## config.mk

```make
export PLATFORM = sky130hd
export DESIGN_NAME = led_pwm_periph
export DESIGN_NICKNAME = d
export VERILOG_FILES = /design/src/rtl/led_pwm_periph.sv
export SDC_FILE = /design/constraint.sdc
export NUM_CORES = 1
export LEC_CHECK = 0
export ABC_AREA = 1
export CORE_ASPECT_RATIO = 1.25
export CORE_MARGIN = 1.5
export CORE_UTILIZATION = 53
export DETAILED_ROUTE_END_ITERATION = 10
export GPL_ROUTABILITY_DRIVEN = 1
export GPL_TIMING_DRIVEN = 0
export PLACE_DENSITY_LB_ADDON = 0.3
export SLEW_MARGIN = 10
export SYNTH_ARGS = -nofsm -noshare
export SYNTH_HDL_FRONTEND = slang
export SYNTH_SLANG_ARGS = --single-unit
```

## constraint.sdc

```tcl
create_clock -name clk -period 2.44 [get_ports clk]
set_clock_uncertainty 0.05 [all_clocks]
set_input_delay 0.488 -clock clk [delete_from_list [all_inputs] [get_ports clk]]
set_output_delay 0.488 -clock clk [all_outputs]
set_load 0.1 [all_outputs]
```

## src/rtl/led_pwm_periph.sv

```systemverilog
// Memory-mapped 4-channel PWM LED controller on the core data bus.
// Shadowed duty cycles reload only at period wrap, so outputs never glitch mid-period.
module led_pwm_periph #(
  parameter logic [31:0] BASE_ADDR    = 32'hFFFF_FF00,
  parameter logic [15:0] PRESCALE_RST = 16'd46,
  parameter logic        ACTIVE_LOW   = 1'b1
) (
  input  logic        clk,
  input  logic        rst_n,
  input  logic        write_mem,
  input  logic [2:0]  funct3,
  input  logic [31:0] write_address,
  input  logic [31:0] write_data,
  input  logic [31:0] read_address,
  output logic [31:0] read_data,
  output logic        led,
  output logic        red,
  output logic        green,
  output logic        blue
);

  logic [31:0] duty;
  logic [15:0] prescale;
  logic        en;
  logic        inv;
  logic [15:0] psc_cnt;
  logic [7:0]  pwm_cnt;
  logic [31:0] shadow_duty;
  logic [3:0]  pwm_q;

  logic        wr_hit;
  logic        rd_hit;
  logic [1:0]  wr_sel;
  logic [3:0]  be;
  logic [31:0] wdata;
  logic [31:0] wmask;
  logic [31:0] duty_nxt;
  logic [15:0] psc_nxt;
  logic [31:0] rd_word;
  logic [3:0]  ch_on;
  logic        unused_rd_lsb;

  assign wr_hit = write_mem && (write_address[31:4] == BASE_ADDR[31:4]);
  assign rd_hit = (read_address[31:4] == BASE_ADDR[31:4]);
  assign wr_sel = write_address[3:2];
  assign unused_rd_lsb = &{1'b0, read_address[1:0]};

  // Misaligned or unsupported stores leave be at zero, so they simply vanish.
  always_comb begin
    be    = 4'b0000;
    wdata = 32'h0;
    case (funct3)
      3'b000: begin
        be    = 4'b0001 << write_address[1:0];
        wdata = {4{write_data[7:0]}};
      end
      3'b001: begin
        if (!write_address[0]) begin
          be    = write_address[1] ? 4'b1100 : 4'b0011;
          wdata = {2{write_data[15:0]}};
        end
      end
      3'b010: begin
        if (write_address[1:0] == 2'b00) begin
          be    = 4'b1111;
          wdata = write_data;
        end
      end
      default: begin
        be    = 4'b0000;
        wdata = 32'h0;
      end
    endcase
  end

  assign wmask    = {{8{be[3]}}, {8{be[2]}}, {8{be[1]}}, {8{be[0]}}};
  assign duty_nxt = (duty & ~wmask) | (wdata & wmask);
  assign psc_nxt  = (prescale & ~wmask[15:0]) | (wdata[15:0] & wmask[15:0]);

  always_ff @(posedge clk or negedge rst_n) begin
    if (!rst_n) begin
      duty     <= 32'h0;
      prescale <= PRESCALE_RST;
      en       <= 1'b0;
      inv      <= 1'b0;
    end else if (wr_hit) begin
      case (wr_sel)
        2'd0: duty <= duty_nxt;
        2'd1: prescale <= psc_nxt;
        2'd2: begin
          if (be[0]) begin
            en  <= wdata[0];
            inv <= wdata[1];
          end
        end
        default: ;
      endcase
    end
  end

  // While disabled the shadow tracks DUTY, so enabling starts a period with current duties.
  always_ff @(posedge clk or negedge rst_n) begin
    if (!rst_n) begin
      psc_cnt     <= 16'h0;
      pwm_cnt     <= 8'h0;
      shadow_duty <= 32'h0;
    end else if (!en) begin
      psc_cnt     <= 16'h0;
      pwm_cnt     <= 8'h0;
      shadow_duty <= duty;
    end else if (psc_cnt >= prescale) begin
      psc_cnt <= 16'h0;
      pwm_cnt <= pwm_cnt + 8'd1;
      if (pwm_cnt == 8'hFF) shadow_duty <= duty;
    end else begin
      psc_cnt <= psc_cnt + 16'd1;
    end
  end

  always_comb begin
    ch_on = 4'b0000;
    for (int ch = 0; ch < 4; ch++) begin
      ch_on[ch] = en && (pwm_cnt < shadow_duty[8*ch +: 8]);
    end
  end

  always_ff @(posedge clk or negedge rst_n) begin
    if (!rst_n) pwm_q <= {4{ACTIVE_LOW}};
    else        pwm_q <= ch_on ^ {4{inv ^ ACTIVE_LOW}};
  end

  assign red   = pwm_q[0];
  assign green = pwm_q[1];
  assign blue  = pwm_q[2];
  assign led   = pwm_q[3];

  always_comb begin
    rd_word = 32'h0;
    case (read_address[3:2])
      2'd0: rd_word = duty;
      2'd1: rd_word = {16'h0, prescale};
      2'd2: rd_word = {30'h0, inv, en};
      2'd3: rd_word = {24'h0, pwm_cnt};
      default: rd_word = 32'h0;
    endcase
  end

  always_ff @(posedge clk or negedge rst_n) begin
    if (!rst_n)      read_data <= 32'h0;
    else if (rd_hit) read_data <= rd_word;
    else             read_data <= 32'h0;
  end

endmodule

```

==> flow_summary.toml <==
[routing]
drt-pass1-iter-count = 7
drcViolationCount = 0
via_count = 7550
avgViaCountPerCell = 5.556
routed_wire_length_per_instance_microns = 16.00
drt.antenna.violating_nets = 0
postRouteWirelength_microns = 21740
drt_iter0_drc = 628

[global_route]
grt_first_pass_wirelength_microns = 35080
global_route.overflow_total = 0
grt_pass1_vias = 7266
gr-usage-all-layers_pct = 28.72
antenna_violations_before_repair = 0
grt_start_max_net_pins = 75

[clocking]
cts_inserted_buffers = 17
cts_root_buf = "clkbuf_16"
worst_setup_hold_path_clk_slew_ns = 0.06
worstSkewPairLatency_ns = 0.42
count_of_h_tree_levels_built_during_cts = 4
ctsHoldBuffers = 0
clock_path_buffers = 2
cts_tree = "done"
cts.sinks = 142

[logic_synthesis]
netlist_area_sq_um = 7767
yosys.area_share.xor_xnor_pct = 1.015
dominant_combinational_cell_family_by_area_after_synthesis = "simple AND/OR/NAND/NOR gates"
post_synth_mux_area_share_pct = 0
synth_compound_area_share_pct = 4.591
synth_simple_gate_area_share_pct = 34.66
synth.avg_cell_area_sq_um = 7.675
synth_top_area_cell = "dfrtp_1"
synth_adder_area_share_pct = 7.410
synth.distinct_cells = 32
postSynthRegisterBits = 142
syn_nets = 1160
netlist_top_cells_area = "dfrtp_1 (43%), nand2_1 (17%), nand3_1 (9.2%), ha_1 (7.4%), inv_1 (4.2%)"
yosysWarningCount = 0
synth_sequential_area_ratio_pct = 45.88
synthDominantCellAreaShare_pct = 43.17
postSynthCellCount = 1012

[sta]
grt_setup_unrepaired = "false"
tightestPinTransition_ns = 1.010
timing.fmax_ghz = 0.4134
final_max_slew_viol_count = 0
hold_viol = 0
finalWorstPathRequiredPeriod_ns = 2.419
max-slew-margin-rel_pct = 32.53
report.final.setup_viol = 0
min_period_over_period_pct = 99.15

[place]
numPortBuffers = 135
post-dp-hpwl_microns = 16000
weighted_congestion_at_the_end_of_routability_driven_global_placement = 0.9511
placed_cell_area_sq_um = 9370

[setup_path]
timing.critical_path.to_type = "primary output"
r2r_start = "pwm_cnt[1]$_DFFE_PN0P_"
crit_buf_inv = 1
path_delay_family = "buffers and inverters"
cp_peak_stage_delay_ns = 1.13
worstPathRequired_ns = 1.90
timing_worst_setup_path_type = "reg2out"
worstSetupStartpointType = "flop"
critPathArrivalTime_ns = 1.88
reg2reg_slack_ns = 0.11
rr_worst_depth = 11
worst-path-max-fanout = 1
timing.critical_path.slowest_stage_cell = "clkdlybuf4s50_1"
path_cells = "clkdlybuf4s50_1"
crit-reg2reg-capture = "shadow_duty[25]$_DFFE_PN0P_"

[die]
initial_core_util_pct = 54.14
fp.dieArea_sq_um = 15400
die_x_microns = 111.3
floorplan.core_area_sq_um = 14350
die_h_microns = 138.4
floorplan.io_pins = 138
row_count = 49

[min_path]
worstHoldPathType = "in2async"

[finish]
num_antenna_cells = 0
layout.cell_area.non_filler_sq_um = 10060
mostFrequentLayoutCell = "nand2_1"
layout.cells.most_common_list = "nand2_1 (344), nand3_1 (143), dfrtp_1 (133)"
drive_gt1_share_pct = 6.351
fin_util_pct = 70.15
area_growth_pct = 29.56
finalNetCount = 1316

[power_and_ir_drop]
power.density_cell_area_nw_per_um2 = 542.9
report.power.total_mw = 5.463
ir_worst_vdd_mv = 0.3998
cellLeakagePower_nw = 5.198

[run]
maxCapViolCount = 0

[outcome]
outcome = "finished clean"
-- layer usage --
| metal | vias to the layer above | share of wire (%) | GRT usage (%) |
|---|---|---|---|
| met3 | 85 | 6.1 | 5.831 |
| met2 | 326 | 50 | 48.34 |
| met1 | 3512 | 39 | 34.71 |
| met5 | - | 0 | 0 |
| met4 | 0 | 4.8 | 15.26 |
| li1 | 3627 | - | - |
-- layout make-up --
class                   count  area [sq um]
flip-flops and latches    142          3565
fillers                  1124          4283
multi-input cells         747          3711
repair buffers            137          1425
clock buffers              20         446.7
inverters                  88         330.3
clock inverters            12         185.2
well taps                 178         222.7
plain buffers              35         177.7
-- cells in the mapped netlist --
cell type,n
nand2_1,345
nand3_1,143
dfrtp_1,134
inv_1,86
nor2_1,85
ha_1,46
nand4_1,34
a21oi_1,32
buf_2,19
clkbuf_1,12
o21ai_0,12
nor3_1,9
dfstp_2,8
o22ai_1,6
xor2_1,6
a211oi_1,4
buf_4,4
a221oi_1,3
nor4_1,3
xnor2_1,3
inv_2,2
nand3_2,2
nand3b_1,2
nor2_2,2
nor3b_1,2
o21a_1,2
nand2_2,1
nor2_4,1
nor2b_1,1
o211ai_1,1
o21bai_1,1
o31ai_2,1
-- power by group --
part,switching [mW],internal [mW]
sequential,0.000000000760,2.36
clock,1.02,1.75
combinational,0.168,0.172
total,1.19,4.27
-- how the worst max path moves through the flow --
stage | cells after the start | end | slack, ns | start
global placement | 1 | psc_cnt[8]$_DFF_PN0_ | -4.66 | rst_n
CTS | 1 | read_data[22] | 0.002 | read_data[22]$_DFF_PN0_
finish | 1 | read_data[6] | 0.02 | read_data[6]$_DFF_PN0_
global route | 11 | shadow_duty[25]$_DFFE_PN0P_ | 0.0002 | pwm_cnt[1]$_DFFE_PN0P_
detailed placement | 10 | flop | -0.13 | funct3[0]
floorplan | 14 | shadow_duty[0]$_DFFE_PN0P_ | 0.45 | flop
-- repair_timing --
item,CTS,global route
cloned,0,0
gates resized for setup,6,21
setup endpoints to repair,27,47
buffers inserted,0,1
pin swaps,0,1
-- metrics by stage --
stage	hold slack, ns	cells	TNS [ns]	worst slack [ns]
after floorplan	0.1424	1012	0	0.4452
after global placement	0.4032	1325	-646.69	-4.659
after detailed placement	0.4042	1326	-1.652	-0.1273
after CTS	0.06787	1358	0	0.001616
after global routing	0.09427	1359	0	0.0002249
final	0.03297	1359	0	0.02083
-- cells by family after synthesis --
logic type / count (synthesis)
AND/OR/NAND/NOR: 630
flip-flops: 142
buffers and inverters: 123
AO/OA/AOI/OAI: 62
adder cells (fa/ha/maj): 46
XOR/XNOR: 9
Note: power is estimated with default switching activity, not from simulation.
